--- config.mk ---
export PLATFORM = sky130hd
export DESIGN_NAME = tx_frame_arbiter
export DESIGN_NICKNAME = d
export VERILOG_FILES = /design/src/rtl/uarttx_pkg.sv /design/src/rtl/tx_frame_arbiter_rr_select.sv /design/src/rtl/tx_frame_arbiter.sv
export SDC_FILE = /design/constraint.sdc
export NUM_CORES = 1
export LEC_CHECK = 0
export BUFFER_PORTS_ARGS = -buffer_cell sky130_fd_sc_hd__buf_4
export CAP_MARGIN = 15
export CORE_UTILIZATION = 30
export CTS_CLUSTER_SIZE = 24
export DETAILED_ROUTE_END_ITERATION = 10
export HOLD_SLACK_MARGIN = 0.1
export PLACE_DENSITY = 0.6
export SLEW_MARGIN = 20
export SYNTH_ARGS = -nofsm -noshare
export SYNTH_HDL_FRONTEND = slang
export SYNTH_HIERARCHICAL = 1
export SYNTH_SLANG_ARGS = --single-unit
--- constraint.sdc ---
create_clock -name clk -period 2.1 [get_ports clk]
set_input_delay 0.42 -clock clk [delete_from_list [all_inputs] [get_ports clk]]
set_output_delay 0.42 -clock clk [all_outputs]
set_load 0.02 [all_outputs]
--- src/rtl/uarttx_pkg.sv ---
// Shared definitions for the UART frame transmit path.
// Holds the frame width, the default send-strobe hold time and
// completion timeout, and the arbiter state encoding.
package uarttx_pkg;

    localparam int FRAME_W_DEFAULT   = 9;
    localparam int SEND_HOLD_DEFAULT = 25;
    localparam int TIMEOUT_DEFAULT   = 4095;

    typedef enum logic [1:0] {
        ST_IDLE = 2'd0,
        ST_SEND = 2'd1,
        ST_WAIT = 2'd2,
        ST_DONE = 2'd3
    } arb_state_t;

endpackage

--- src/rtl/tx_frame_arbiter_rr_select.sv ---
// rr_select: combinational round-robin priority picker.
// Finds the first set bit of req, searching ptr, ptr+1, ... modulo N_REQ.
// Ports:
//   req   - request vector, one bit per source
//   ptr   - index holding first priority
//   valid - at least one request is set
//   index - winning source index (0 when valid is low)
module rr_select #(
    parameter int N_REQ = 4,
    localparam int IDX_W = $clog2(N_REQ)
) (
    input  logic [N_REQ-1:0] req,
    input  logic [IDX_W-1:0] ptr,
    output logic             valid,
    output logic [IDX_W-1:0] index
);

    // One spare bit so ptr+k can exceed N_REQ-1 before being wrapped back;
    // this keeps the wrap correct when N_REQ is not a power of two.
    logic [IDX_W:0] pos;

    // Walk the sources in priority order and keep the first requester.
    always_comb begin
        valid = 1'b0;
        index = '0;
        pos   = '0;
        for (int k = 0; k < N_REQ; k++) begin
            pos = {1'b0, ptr} + (IDX_W+1)'(k);
            if (pos >= (IDX_W+1)'(N_REQ)) begin
                pos = pos - (IDX_W+1)'(N_REQ);
            end
            if (!valid && req[pos[IDX_W-1:0]]) begin
                valid = 1'b1;
                index = pos[IDX_W-1:0];
            end
        end
    end

endmodule

--- src/rtl/tx_frame_arbiter.sv ---
// tx_frame_arbiter: shares one UART frame transmitter between N_REQ sources.
// Requests are granted round-robin; the winner's frame is latched, send is
// held for SEND_HOLD cycles, and the transmitter's busy flag is followed to
// completion, which yields a one-cycle ack to the winner. If completion does
// not arrive within TIMEOUT cycles of the send rise, timeout_err pulses and
// the faulty source drops to lowest priority.
// Ports:
//   clk, rst          - clock, asynchronous active-high reset
//   req               - level request per source, held until ack
//   frame_in          - source i frame at [i*FRAME_W +: FRAME_W]
//   tx_busy           - transmitter busy flag
//   frame_to_transmit - latched frame of the current/last grant
//   send              - transmit strobe
//   ack               - one-hot, one-cycle completion pulse
//   grant_id          - index of the current/last grant
//   active            - arbiter is not idle
//   timeout_err       - one-cycle pulse on abort
module tx_frame_arbiter
    import uarttx_pkg::*;
#(
    parameter int N_REQ     = 4,
    parameter int FRAME_W   = FRAME_W_DEFAULT,
    parameter int SEND_HOLD = SEND_HOLD_DEFAULT,
    parameter int TIMEOUT   = TIMEOUT_DEFAULT,
    localparam int IDX_W    = $clog2(N_REQ)
) (
    input  logic                     clk,
    input  logic                     rst,
    input  logic [N_REQ-1:0]         req,
    input  logic [N_REQ*FRAME_W-1:0] frame_in,
    input  logic                     tx_busy,
    output logic [FRAME_W-1:0]       frame_to_transmit,
    output logic                     send,
    output logic [N_REQ-1:0]         ack,
    output logic [IDX_W-1:0]         grant_id,
    output logic                     active,
    output logic                     timeout_err
);

    localparam int TO_W = $clog2(TIMEOUT + 1);

    arb_state_t         state, state_n;
    logic [IDX_W-1:0]   ptr, ptr_n;
    logic [7:0]         hold_cnt, hold_n;
    logic [TO_W-1:0]    to_cnt, to_n;
    logic               seen_busy, seen_n;

    logic [FRAME_W-1:0] frame_n;
    logic               send_n;
    logic [N_REQ-1:0]   ack_n;
    logic [IDX_W-1:0]   grant_n;
    logic               active_n;
    logic               timeout_n;

    logic               sel_valid;
    logic [IDX_W-1:0]   sel_idx;
    logic [FRAME_W-1:0] frame_sel;
    logic [IDX_W-1:0]   next_ptr;
    logic [TO_W-1:0]    to_inc;
    logic               to_hit;

    rr_select #(
        .N_REQ (N_REQ)
    ) u_rr_select (
        .req   (req),
        .ptr   (ptr),
        .valid (sel_valid),
        .index (sel_idx)
    );

    // Mux out the candidate winner's frame.
    always_comb begin
        frame_sel = '0;
        for (int i = 0; i < N_REQ; i++) begin
            if (sel_idx == IDX_W'(i)) begin
                frame_sel = frame_in[i*FRAME_W +: FRAME_W];
            end
        end
    end

    // Priority moves to the source after the one just served, so a source
    // that keeps requesting waits behind everybody else.
    assign next_ptr = (grant_id == IDX_W'(N_REQ - 1)) ? '0 : grant_id + 1'b1;

    // Saturating timeout increment; to_hit flags the cycle it reaches TIMEOUT.
    assign to_inc = (to_cnt == TO_W'(TIMEOUT)) ? to_cnt : to_cnt + 1'b1;
    assign to_hit = (to_inc == TO_W'(TIMEOUT));

    // Next-state and next-output logic. Outputs are computed one cycle ahead
    // and registered, so send rises in the first SEND cycle and ack is high
    // exactly while the machine sits in DONE.
    always_comb begin
        state_n   = state;
        ptr_n     = ptr;
        hold_n    = hold_cnt;
        to_n      = to_cnt;
        seen_n    = seen_busy;
        frame_n   = frame_to_transmit;
        send_n    = send;
        ack_n     = '0;
        grant_n   = grant_id;
        timeout_n = 1'b0;

        case (state)
            ST_IDLE: begin
                if (!tx_busy && sel_valid) begin
                    state_n = ST_SEND;
                    grant_n = sel_idx;
                    frame_n = frame_sel;
                    hold_n  = '0;
                    to_n    = '0;
                    seen_n  = 1'b0;
                    send_n  = 1'b1;
                end
            end

            ST_SEND: begin
                seen_n = seen_busy | tx_busy;
                hold_n = hold_cnt + 8'd1;
                to_n   = to_inc;
                if (to_hit) begin
                    state_n   = ST_IDLE;
                    send_n    = 1'b0;
                    timeout_n = 1'b1;
                    ptr_n     = next_ptr;
                end else if (hold_cnt == 8'(SEND_HOLD - 1)) begin
                    state_n = ST_WAIT;
                    send_n  = 1'b0;
                end
            end

            ST_WAIT: begin
                seen_n = seen_busy | tx_busy;
                to_n   = to_inc;
                // Completion wins over a timeout landing in the same cycle.
                if (seen_busy && !tx_busy) begin
                    state_n        = ST_DONE;
                    ack_n[grant_id] = 1'b1;
                end else if (to_hit) begin
                    state_n   = ST_IDLE;
                    send_n    = 1'b0;
                    timeout_n = 1'b1;
                    ptr_n     = next_ptr;
                end
            end

            ST_DONE: begin
                state_n = ST_IDLE;
                ptr_n   = next_ptr;
            end

            default: begin
                state_n = ST_IDLE;
                send_n  = 1'b0;
            end
        endcase

        active_n = (state_n != ST_IDLE);
    end

    // State, counters and all outputs; reset clears everything at once,
    // so an in-flight send is dropped without ack or timeout_err.
    always_ff @(posedge clk or posedge rst) begin
        if (rst) begin
            state             <= ST_IDLE;
            ptr               <= '0;
            hold_cnt          <= '0;
            to_cnt            <= '0;
            seen_busy         <= 1'b0;
            frame_to_transmit <= '0;
            send              <= 1'b0;
            ack               <= '0;
            grant_id          <= '0;
            active            <= 1'b0;
            timeout_err       <= 1'b0;
        end else begin
            state             <= state_n;
            ptr               <= ptr_n;
            hold_cnt          <= hold_n;
            to_cnt            <= to_n;
            seen_busy         <= seen_n;
            frame_to_transmit <= frame_n;
            send              <= send_n;
            ack               <= ack_n;
            grant_id          <= grant_n;
            active            <= active_n;
            timeout_err       <= timeout_n;
        end
    end

endmodule
Word level (Yosys, flattened, before mapping)
Index checks and enable logic that the tools add are counted. Widths: inputs -> output; s select.

Output and inout port bits: 18. Register bits after elaboration: 43.

Add/subtract/negate cells: 10. Muxes and demuxes: 54. Order comparisons: 10. Equal/unequal tests: 14. Reduce and logical (&&, ||, !) cells: 23. Bitwise operators: 1.

Operators with widths (count): $mux 9 (4); $mux 2 (16); $eq 12x12->1 const B (2); $mux 12 (2); $pmux 12 s2 (1); $mux 1 (17); $pmux 8 s2 (1); $lt 2x3->1 const B (5); $add 12x1->12 const B (1); $eq 2x2->1 const B (5); $ge 3x3->1 const B (3); $add 8x1->8 const B (1); $bmux 1 s2 (4); $eq 8x5->1 const B (1); $mux 4 (2); $mux 8 (1); $pmux 2 s4 (1); $reduce_and 2->1 (4); $sub 2x1->2 const B (4); $add 2x2->3 const B (2); $logic_and 1x1->1 (6); $ne 2x2->1 const B (3); $pmux 2 s3 (1); $reduce_bool 2->1 (3); 15 further kinds (22).

Depth between registers and ports, before layout
Gate-level depths: netlist (run 1).

Word-level depth: 19. Gate-level depth with buffers: 9. Depth with buffers taken out: 8.

Hierarchy
Netlist (run 1), hierarchy kept.

By module, submodules not included: tx_frame_arbiter (cells each 265, area each 2653.8 um^2, times used 1, sequential area each 1076.0 um^2); rr_select (cells each 15, area each 77.6 um^2, times used 1, sequential area each 0.0 um^2).

Worst setup path after synthesis (run 1)
Ideal clock, no wire load.

Path kind: flip-flop to flip-flop. Start point: reg state[1]. End point: reg hold_cnt[7]. Period minus slack after synthesis: 2.097 ns. Arrival: 2.019 ns. Cell stages (with the launch flop): 10. Data required time: 2.022 ns. Setup time: 0.078 ns. Setup slack: 0.003 ns. Cells stage by stage: dfrtp_1 inv_1 ha_1 inv_1 or2_1 clkbuf_1 o21ai_2 nand4_1 or3_1 a21oi_1.

Word-level cells in the longest chain between the ends: 3. Elaborated cells on any way between the ends: 6. Classes of those cells: eq/ne: 2; mux: 1; reduce/logical: 3.

Ends and longest elaborated chain: start: declaration (RTL line tx_frame_arbiter.sv:42) `arb_state_t state, state_n;`; start signal: assignment (RTL line tx_frame_arbiter.sv:177) `state <= state_n;`; $eq 2x1->1 / $logic_not 2->1 (equally long branches) (RTL line tx_frame_arbiter.sv:104) `case (state)`; $reduce_bool 2->1 (no source line) / $ne 2x2->1 (equally long branches); $reduce_and 2->1 (no source line); end signal: assignment (RTL line tx_frame_arbiter.sv:179) `hold_cnt <= hold_n;`; end: declaration (RTL line tx_frame_arbiter.sv:44) `logic [7:0] hold_cnt, hold_n;`.

Several ways; a longest one is shown, not always the timed one. A chain may end at the register's enable or synchronous reset.

Worst setup path in the final report (run 1)
Start point: reg to_cnt[0]. End point: reg ptr[1].

Word-level cells in the longest chain between the ends: 6. Elaborated cells on any way between the ends: 7. Classes of those cells: add/sub: 1; eq/ne: 2; mux: 4.

Ends and longest elaborated chain: start: declaration (RTL line tx_frame_arbiter.sv:45) `logic [TO_W-1:0] to_cnt, to_n;`; start signal: assignment (RTL line tx_frame_arbiter.sv:180) `to_cnt <= to_n;`; $add 12x1->12 / $eq 12x12->1 (equally long branches) (RTL line tx_frame_arbiter.sv:86) `assign to_inc = (to_cnt == TO_W'(TIMEOUT)) ? to_cnt : to_cnt + 1'b1;`; $mux 12 * (RTL line tx_frame_arbiter.sv:86); $eq 12x12->1 * (RTL line tx_frame_arbiter.sv:87) `assign to_hit = (to_inc == TO_W'(TIMEOUT));`; $mux 2 *; $mux 2; $pmux 2 s3 *; end signal: assignment (RTL line tx_frame_arbiter.sv:178) `ptr <= ptr_n;`; end: declaration (RTL line tx_frame_arbiter.sv:43) `logic [IDX_W-1:0] ptr, ptr_n;`.

Mark *: on every way between the ends. The rest lies on a longest branch, timed or not. The select of a mux whose other input is x is not followed.

==> results of run 1 <==
==> final timing paths <==
path                                         to  slack [ns]
max                                      ptr[1]        0.07
min                                   seen_busy        0.39
max reg2reg                              ptr[1]        0.07
min reg2reg                frame_to_transmit[7]        0.52
max in group asynchronous             to_cnt[2]        0.90
min in group asynchronous           grant_id[1]        0.65
==> synth_stat cells, types with 4 or more instances <==
cell / instances / share of area
mux4_2: 9 / 0.074
buf_2: 4 / 0.0073
o21ai_0: 16 / 0.029
nand3_1: 10 / 0.018
clkbuf_1: 6 / 0.0082
nand2_1: 24 / 0.033
a31oi_1: 5 / 0.011
nor2_1: 17 / 0.023
nand4_1: 8 / 0.018
and3_1: 4 / 0.0092
mux2_2: 11 / 0.045
a21oi_1: 25 / 0.046
xor2_1: 5 / 0.016
dfrtp_1: 43 / 0.39
ha_1: 13 / 0.060
o31ai_1: 4 / 0.011
inv_1: 20 / 0.027
and2_1: 5 / 0.011
==> worst min-delay path, cell delays in order <==
cell	delay, ns
buf_4	0.09
a21oi_1	0.05
nor2_1	0.09
==> kinds of logic (layout without fill, tap and decap cells) <==
kind of cell / Yosys count / in the layout / synth area share
XOR/XNOR: 5 / 5 / 0.01603
AND/OR/NAND/NOR: 93 / 93 / 0.1897
buffers and inverters: 32 / 120 / 0.04580
flip-flops: 43 / 43 / 0.3940
AO/OA/AOI/OAI: 73 / 73 / 0.1718
multiplexers: 21 / 21 / 0.1232
adder cells (fa/ha/maj): 13 / 13 / 0.05955
==> placed cells by master, fill, tap and decap left out, drive strengths merged, types with 3 or more instances in the layout <==
cell type  synthesis  routed
nor3               4       4
mux2              11      11
o31ai              4       4
nand4              9       9
nand2b             3       3
nand2             24      24
ha                13      13
a21o               3       3
o21ai             17      17
and3               4       4
dfrtp             43      43
xor2               5       5
inv               21      20
mux4               9       9
clkbuf             6       6
nand3             11      11
buf                5      90
a31oi              5       5
and2               5       5
nor2              17      17
or3                3       3
a21oi             26      26
==> power by group <==
part           switching (mW)  internal, mW  total (mW)
sequential              0.180          1.04        1.23
combinational           0.935         0.832        1.77
clock                   0.305         0.233       0.538
==> cell type report <==
class	count	area, sq um	share of cell area
Inverter	21	78.83	0.02165
Timing Repair Buffer	91	689.4	0.1893
Multi-Input combinational cell	205	1577	0.4330
Sequential cell	43	1076	0.2955
Tap cell	108	135.1	0.03711
Clock inverter	2	12.51	0.003436
Clock buffer	6	72.57	0.01993
==> state kept, by name (all words and copies together) (netlist names) <==
| signal | cells |
|---|---|
| grant_id | 2 |
| send | 1 |
| frame_to_transmit | 9 |
| to_cnt | 12 |
| state | 2 |
| active | 1 |
| hold_cnt | 8 |
| ptr | 2 |
| timeout_err | 1 |
| ack | 4 |
| seen_busy | 1 |
==> per-layer routing <==
| layer | up-vias | global-route usage | wire length (um) |
|---|---|---|---|
| li1 | 1203 | - | - |
| met1 | 1202 | 0.1894 | 3199 |
| met2 | 38 | 0.2485 | 3535 |
| met3 | 3 | 0.02734 | 201 |
| met4 | 0 | 0.04186 | 27 |
| met5 | - | 0 | 0 |
==> what timing repair did <==
action	4_1_cts	5_1_grt
hold buffers	1	0
setup buffers	0	3
resized for setup	0	13
endpoints found under the hold margin	12	0
endpoints found under the setup margin	0	18
==> metrics by stage <==
| stage | cell area (sq um) | setup WS (ns) | util | total power, mW |
|---|---|---|---|---|
| 5_1_grt | 3641 | -0.007095 | 0.4155 | 3.803 |
| 3_5_place_dp | 3466 | -0.09859 | 0.3955 | 2.946 |
| 3_3_place_gp | 3466 | -0.07177 | 0.3955 | 2.904 |
| 4_1_cts | 3561 | 0.02495 | 0.4063 | 3.501 |
| 2_1_floorplan | 2731 | 0.003010 | - | 2.241 |
| 6_report | 3641 | 0.07205 | 0.4155 | 3.530 |
==> key figures, run 1 <==
Run status
  – Status: finished clean

Final layout
  – Final nets: 423
  – Fillers: 867
  – Area grow syn2layout: 33.30%
  – Layout cells sized above 1: 0.3696
  – Non-Filler Instances: 476
  – # diodes: 0

Global route
  – Aggregate global-route resource usage: 0.1464
  – Gr ovfl total: 0
  – Largest net degree at the start of global routing: 17
  – First-pass GRT wire length: 11450 um
  – Initial antenna violation count: 0
  – Vias in the first global route: 2423

Hold path
  – Hold Path Class: input port to flop
  – Startpoint of the worst hold path: tx_busy
  – Hold Path Depth: 3

Setup path
  – Setup crit start kind: flop
  – Launching point of the worst reg2reg path: to_cnt[0]
  – WP data arrival: 2.27 ns
  – R2R cell count: 7
  – WP buf/inv: 0
  – CP Class: flop to flop
  – CP required: 2.34 ns
  – CP max FO: 5
  – Worst path max stage delay: 0.45 ns
  – CP Capture Type: flop
  – CP Cell Sequence: ha_4 -> nand4b_1 -> or4_4 -> o211ai_4 -> nand4_4 -> or3_4 -> nand3_1
  – Worst setup path startpoint: to_cnt[0]
  – CP top delay family: simple AND/OR/NAND/NOR gates
  – Cell depth of the worst setup path: 7
  – Slowest-stage cell, CP: or4_4

Detailed routing
  – Final wirelength: 6964 um
  – Routed wire per std cell: 14.63 um
  – Antenna-violating nets left: 0
  – Vias per cell: 5.139
  – Initial drt markers: 149
  – Via count: 2446
  – Drt pass-1 iters: 4
  – DRC errors left: 0

Placement
  – Placed Cells: 463
  – Gpl congestion: 0.9116
  – Hpwl dp: 5229 um
  – Port bufs: 60

Clock tree
  – Number of H-tree levels: 2
  – CTS tree: built
  – Clk_lat worst skew: 0.30 ns
  – Clock Pin Slew Worst Setup and Hold Paths: 0.09 ns
  – TritonCTS Sinks: 43
  – Root Buffer: clkbuf_8
  – Worst-case clock buffer depth: 2
  – TritonCTS Buffers: 5

Yosys
  – Top_reg_cell synth: dfrtp_1
  – Netlist Area Pre-Place: 2731 sq um
  – Synth unique cells: 55
  – Syn nets: 336
  – YS warnings: 6
  – Synth Area per Inst: 9.755 sq um
  – Seq/Total Area, Yosys: 0.3940
  – EDFF count, synth: 0
  – Synthesized instance count: 280
  – Ys async rst share: 1.000
  – Yosys reg bits: 43

Timing
  – Worst slew pin tran: 0.5286 ns
  – Min Hold Slack: 0.3875 ns
  – Final slew viol count: 0
  – Minimum clock period: 2.028 ns
  – Clock skew: 0.006579 ns
  – Sum Neg Setup Slack: 0 ns
  – Setup-failing EPs final: 0
  – Final Cycle Share: 0.9657
  – Top achievable clock speed: 0.4931 GHz
  – Relative slew margins: 0.6454
  – Final Hold Fails: 0

Floorplanning
  – Die Width: 97.42 um
  – Initial Utilization: 0.3117
  – Row cnt: 34
  – DIE AREA: 9490 sq um
  – I/O pin count: 61
  – Die Height: 97.42 um
  – Core Area: 8763 sq um

Job
  – # Max-Cap Violations: 0

Power
  – Leak: 1.645 nW
  – PwrDens: 969.5 nW/um^2
  – Peak VDD IR: 0.3733 mV
Note: power is estimated with default switching activity, not from simulation.
==> run 2: changes to the inputs <==
--- a/config.mk
+++ b/config.mk
@@ -10,8 +10,10 @@
 export CORE_UTILIZATION = 30
 export CTS_CLUSTER_SIZE = 24
 export DETAILED_ROUTE_END_ITERATION = 10
+export GPL_TIMING_DRIVEN = 0
 export HOLD_SLACK_MARGIN = 0.1
 export PLACE_DENSITY = 0.6
+export RECOVER_POWER = 25
 export SLEW_MARGIN = 20
 export SYNTH_ARGS = -nofsm -noshare
 export SYNTH_HDL_FRONTEND = slang
==> run 2 against run 1 <==
  * Total power rose by 3.8%
  * Via count rose by 1.7%
  * Sequential power barely moved
  * Register-to-register slack got worse by 0.03 ns
  * Utilization rose by 0.46 points
  * First-iteration DRC count fell by 36%
  * Sequential share of layout area fell by 0.15 points
==> key figures, run 2 (synthesis results as in run 1) <==
Run status
  – Status: finished clean

Setup path
  – CP max FO: 4 (-1)
  – CP Cell Sequence: ha_4 -> nand4b_1 -> or4_4 -> o211ai_4 -> nand4_4 -> buf_4 -> mux2i_1 -> nand2_1
  – CP Capture Type: flop
  – Cell depth of the worst setup path: 8 (+1)
  – CP required: 2.29 ns (-0.05 ns)
  – Setup crit start kind: flop
  – WP data arrival: 2.25 ns (-0.02 ns)
  – CP top delay family: simple AND/OR/NAND/NOR gates
  – WP buf/inv: 1 (+1)
  – CP Class: flop to flop
  – Slowest-stage cell, CP: dfrtp_2
  – R2R cell count: 8 (+1)
  – Worst path max stage delay: 0.45 ns (about the same)

Clock tree
  – CTS Hold Bufs: 0 (-1)
  – Clock Pin Slew Worst Setup and Hold Paths: 0.09 ns (about the same)
  – Clk_lat worst skew: 0.30 ns (about the same)
  – TritonCTS Sinks: 43 (unchanged)
  – TritonCTS Buffers: 5 (unchanged)
  – Worst-case clock buffer depth: 2 (unchanged)
  – Root Buffer: clkbuf_8
  – CTS tree: built
  – Number of H-tree levels: 2 (unchanged)

Timing
  – Worst slew pin tran: 0.8225 ns (+0.2939 ns)
  – Final slew viol count: 0 (unchanged)
  – Top achievable clock speed: 0.4855 GHz (-1.5%)
  – Final Cycle Share: 0.9808 (+0.01511)
  – Min Hold Slack: 0.2760 ns (-0.1114 ns)
  – Final Hold Fails: 0 (unchanged)
  – Setup-failing EPs final: 0 (unchanged)
  – Relative slew margins: 0.4511 (-0.1944)
  – Minimum clock period: 2.060 ns (+0.03174 ns)
  – Unrepaired setup endpoints after global routing: yes
  – Clock skew: 0.01145 ns (+0.004872 ns)

Global route
  – First-pass GRT wire length: 11240 um (-1.8%)
  – Met1 Usage GRT: 0.1958 (+0.006356)
  – Aggregate global-route resource usage: 0.1427 (-0.003620)
  – Gr ovfl total: 0 (unchanged)
  – Initial antenna violation count: 0 (unchanged)
  – Grt met2 use: 0.2329 (-0.01560)
  – Met3 usage: 0.02230 (-0.005036)
  – Vias in the first global route: 2318 (-4.3%)
  – Busiest grt layer: met2
  – Largest net degree at the start of global routing: 23 (+6)

Detailed routing
  – Final wirelength: 6883 um (-1.2%)
  – Routed wire per std cell: 14.61 um (-0.11%)
  – Antenna-violating nets left: 0 (unchanged)
  – Vias per cell: 5.282 (+2.8%)
  – Drt pass-1 iters: 4 (unchanged)
  – Initial drt markers: 95 (-36%)
  – DRC errors left: 0 (unchanged)
  – Via count: 2488 (+1.7%)

Placement
  – Hpwl dp: 4935 um (-5.6%)
  – Gpl congestion: 0.8934 (-2.0%)
  – Port bufs: 60 (unchanged)
  – Placed Cells: 449 (-3.0%)
  – DP Area: 3344 sq um (-3.5%)

Floorplanning
  – Core Area: 8763 sq um (unchanged)
  – Die Width: 97.42 um (unchanged)
  – Die Height: 97.42 um (unchanged)
  – Row cnt: 34 (unchanged)
  – I/O pin count: 61 (unchanged)
  – Initial Utilization: 0.3117 (unchanged)
  – DIE AREA: 9490 sq um (unchanged)

Final layout
  – # diodes: 0 (unchanged)
  – Layout cells sized above 1: 0.3939 (+0.02437)
  – Area grow syn2layout: 34.77%
  – Top flop regs: to_cnt (12), frame_to_transmit (9), hold_cnt (8)
  – Most common cell after layout, fill and taps aside: buf_4
  – Most frequent cells in the layout: buf_4 (75), dfrtp_1 (38), nand2_1 (24)
  – Non-Filler Instances: 471 (-1.1%)
  – Final instance area: 3681 sq um (+1.1%)
  – Largest reg by FF count: to_cnt
  – Largest register FFs: 12 (unchanged)
  – Final nets: 418 (-1.2%)

Power
  – Leak: 1.689 nW (+2.7%)
  – Overall Power: 3.663 mW (+3.8%)
  – PwrDens: 995.2 nW/um^2 (+2.7%)
  – Peak VDD IR: 0.4345 mV (+16%)

Hold path
  – Hold Path Class: input port to asynchronous set/reset pin

Job
  – # Max-Cap Violations: 0 (unchanged)
## run 2: changes by cell type in the layout (fill, tap and decap cells not counted), sizes merged
| cell | before | now |
|---|---|---|
| buf | 90 | 79 |
| clkbuf | 6 | 12 |
| bufinv | 0 | 1 |
| clkinvlp | 1 | 0 |
| dlygate4sd3 | 1 | 0 |
| inv | 20 | 21 |
## run 2: what timing repair did
action / in CTS / in global routing
pin swaps: 2 / 11
endpoints found under the hold margin: 0 / 0
resized for setup: 22 / 12
cloned: 0 / 0
endpoints found under the setup margin: 37 / 17
setup buffers: 5 / 11
## run 2: final cells by class
cell class                 instances  area, sq um
fill                             867         5082
clock inverter                     3        43.79
buffer                             9        50.05
tap                              108        135.1
inverter                          21        83.83
timing repair buffer              77        575.6
clock buffer                       5        68.82
multi-input combinational        205         1642
sequential                        43         1082
## run 2: metrics by stage
step	utilization	setup slack, ns	setup TNS [ns]
3_3_place_gp	0.3785	-0.3498	-9.087
5_1_grt	0.4200	-0.02925	-0.1051
6_report	0.4200	0.04031	0
3_5_place_dp	0.3816	-0.4010	-10.44
4_1_cts	0.4059	-0.0002007	-0.0002007
2_1_floorplan	-	0.003010	0
## run 2: layer usage
layer,wire [um],share of wire,up-vias
li1,-,-,1194
met1,3185,0.46,1227
met2,3413,0.50,63
met3,229,0.033,4
met4,55,0.0080,0
met5,0,0,-
## run 2: worst paths after layout
check	endpoint	slack (ns)	start
worst max-delay path	ptr[0]	0.04	to_cnt[1]
worst min-delay path	ack[2]	0.28	rst
worst max register to register	ptr[0]	0.04	to_cnt[1]
worst min register to register	frame_to_transmit[2]	0.51	frame_to_transmit[2]
max in group asynchronous	to_cnt[0]	0.73	rst
min in group clk	seen_busy	0.44	tx_busy
## run 2: report_power, final
part | switching, mW | internal (mW) | total, mW
Combinational | 0.947 | 0.811 | 1.76
Clock | 0.310 | 0.355 | 0.665
Sequential | 0.190 | 1.05 | 1.24
Total | 1.45 | 2.22 | 3.66
==> run 3: changes to the inputs <==
--- a/config.mk
+++ b/config.mk
@@ -12,7 +12,7 @@
 export DETAILED_ROUTE_END_ITERATION = 10
 export GPL_TIMING_DRIVEN = 0
 export HOLD_SLACK_MARGIN = 0.1
-export PLACE_DENSITY = 0.6
+export PLACE_DENSITY = 0.54
 export RECOVER_POWER = 25
 export SLEW_MARGIN = 20
 export SYNTH_ARGS = -nofsm -noshare
==> run 3 against run 2 <==
  * Global-route usage increased by 0.099 points
  * Count of clock-buffer cells in the layout increased by 2
  * Via count decreased by 3.9%
  * Total power decreased by 4.3%
  * Die area unchanged
  * Largest cell class unchanged
==> key figures, run 3 (synthesis results as in run 1) <==
Setup path
  – Reg-to-reg endpoint: frame_to_transmit[4]
  – WP data arrival: 2.27 ns (+0.02 ns)
  – Launching point of the worst reg2reg path: ptr[0]
  – Setup crit start kind: flop
  – R2R Setup Slk: 0.03 ns (about the same)
  – Worst setup path startpoint: ptr[0]
  – CP Capture Type: flop
  – Crit path capture: frame_to_transmit[4]
  – CP required: 2.29 ns (about the same)
  – CP max FO: 5 (+1)
  – R2R cell count: 6 (-2)
  – CP Class: flop to flop

Global route
  – First-pass GRT wire length: 11140 um (-0.93%)
  – Gr ovfl total: 0 (unchanged)
  – Aggregate global-route resource usage: 0.1437 (+0.0009874)
  – Vias in the first global route: 2355 (+1.6%)
  – Largest net degree at the start of global routing: 30 (+30%)
  – Initial antenna violation count: 0 (unchanged)

Clock tree
  – Number of H-tree levels: 2 (unchanged)
  – CTS tree: built
  – Clk_lat worst skew: 0.31 ns (about the same)
  – TritonCTS Buffers: 5 (unchanged)
  – TritonCTS Sinks: 43 (unchanged)
  – Worst-case clock buffer depth: 2 (unchanged)
  – Root Buffer: clkbuf_8
  – Clock Pin Slew Worst Setup and Hold Paths: 0.08 ns (about the same)

Final layout
  – Largest register FFs: 12 (unchanged)
  – Post-layout util: 0.4101 (-0.009995)
  – Top flop regs: to_cnt (12), frame_to_transmit (9), hold_cnt (8)
  – Most common cell after layout, fill and taps aside: buf_4
  – Most frequent cells in the layout: buf_4 (69), dfrtp_1 (39), nand2_1 (24)
  – Fillers: 860 (-0.81%)
  – Layout cells sized above 1: 0.3760 (-0.01789)
  – Final nets: 414 (-0.96%)
  – Final instance area: 3593 sq um (-2.4%)
  – # diodes: 0 (unchanged)
  – Largest reg by FF count: to_cnt
  – Area grow syn2layout: 31.56%

Placement
  – DP Area: 3337 sq um (-0.22%)
  – Gpl congestion: 0.8496 (-4.9%)
  – Hpwl dp: 4893 um (-0.86%)
  – Port bufs: 60 (unchanged)

Timing
  – Min Hold Slack: 0.3895 ns (+0.1135 ns)
  – Setup-failing EPs final: 0 (unchanged)
  – Final Cycle Share: 0.9868 (+0.005965)
  – Worst slew pin tran: 0.6598 ns (-0.1627 ns)
  – Final slew viol count: 0 (unchanged)
  – Minimum clock period: 2.072 ns (+0.01253 ns)
  – Unrepaired setup endpoints after global routing: yes
  – Relative slew margins: 0.5601 (+0.1090)
  – Top achievable clock speed: 0.4826 GHz (-0.60%)
  – Clock skew: 0.01146 ns (+0.000004100 ns)
  – Final Hold Fails: 0 (unchanged)

Run status
  – Status: finished clean

Hold path
  – Hold Path Depth: 3
  – Hold Path Class: input port to flop

Power
  – Psw: 1.424 mW (-1.6%)
  – Clock share of power: 0.152 (-0.030)
  – P_int: 2.083 mW (-6.0%)
  – Part of the power in combinational logic: 0.493 (+0.013)
  – PwrDens: 976.0 nW/um^2 (-1.9%)
  – Leak: 1.599 nW (-5.3%)
  – Peak VDD IR: 0.3712 mV (-15%)
  – Switching Fraction: 0.4060 (+0.01096)
  – Reg power frac: 0.354 (+0.016)

Job
  – # Max-Cap Violations: 0 (unchanged)

Detailed routing
  – Initial drt markers: 80 (-16%)
  – Final wirelength: 6671 um (-3.1%)
  – DRC errors left: 0 (unchanged)
  – Antenna-violating nets left: 0 (unchanged)
  – Drt pass-1 iters: 4 (unchanged)
  – Vias per cell: 5.120 (-3.1%)
  – Via count: 2391 (-3.9%)
  – Routed wire per std cell: 14.28 um (-2.2%)

Floorplanning
  – Die Width: 97.42 um (unchanged)
  – Core Area: 8763 sq um (unchanged)
  – Initial Utilization: 0.3117 (unchanged)
  – DIE AREA: 9490 sq um (unchanged)
  – Row cnt: 34 (unchanged)
  – I/O pin count: 61 (unchanged)
  – Die Height: 97.42 um (unchanged)
==> run 3: cell count changes in the layout (fill, tap and decap cells not counted), sizes merged <==
cell         delta
buf             -3
dlygate4sd3     +1
bufinv          -1
clkinv          -1
==> run 3: worst min path at each step <==
stage          slack (ns)                  from                    to
2_1_floorplan        0.50             seen_busy             seen_busy
3_3_place_gp         0.49  frame_to_transmit[6]  frame_to_transmit[6]
3_5_place_dp         0.42                   rst             to_cnt[8]
4_1_cts              0.39               tx_busy             seen_busy
5_1_grt              0.42               tx_busy             seen_busy
6_report             0.39               tx_busy             seen_busy
==> run 3: timing repair <==
item / 4_1_cts / 5_1_grt
hold endpoints to repair: 14 / 0
pin swaps: 2 / 3
resized for setup: 20 / 15
buffers inserted: 6 / 4
cloned: 0 / 1
hold buffers: 1 / 0
setup endpoints to repair: 36 / 22
==> run 3: final cells by class <==
| type | instances | area, sq um | area share |
|---|---|---|---|
| clock inverter | 1 | 5.005 | 0.001393 |
| multi-input combinational | 205 | 1610 | 0.4481 |
| tap | 108 | 135.1 | 0.03760 |
| timing repair buffer | 73 | 551.8 | 0.1536 |
| buffer | 9 | 50.05 | 0.01393 |
| inverter | 21 | 83.83 | 0.02333 |
| clock buffer | 7 | 76.32 | 0.02124 |
| sequential | 43 | 1081 | 0.3008 |
==> run 3: worst max-delay path, stage by stage, from the launching register on <==
cell,delay (ns)
dfrtp_1,0.40
inv_2,0.05
a221o_1,0.33
a21oi_2,0.23
buf_6,0.18
mux4_2,0.51
mux2_2,0.27
==> run 3: per-layer routing <==
layer | GRT usage | wire length, um
met1 | 0.1921 | 3219
met2 | 0.2313 | 3133
met5 | 0 | 0
met4 | 0.05656 | 98
met3 | 0.02446 | 219
==> run 3: metrics by stage <==
stage               setup slack, ns  total power, mW  TNS, ns  cells
floorplan                  0.003010            2.241        0    280
global placement            -0.3717            2.758   -7.999    448
detailed placement          -0.3768            2.789   -8.856    449
CTS                        0.003227            3.492        0    463
global route               -0.06218            3.772  -0.4653    467
finish                      0.02778            3.507        0    467
==> run 3: power groups by stage <==
stage	Combinational [mW]	Clock (mW)	Sequential, mW
6_report	1.73	0.534	1.24
3_3_place_gp	1.51	0	1.24
4_1_cts	1.69	0.563	1.24
3_5_place_dp	1.54	0	1.25
5_1_grt	1.91	0.587	1.28
2_1_floorplan	0.872	0	1.37
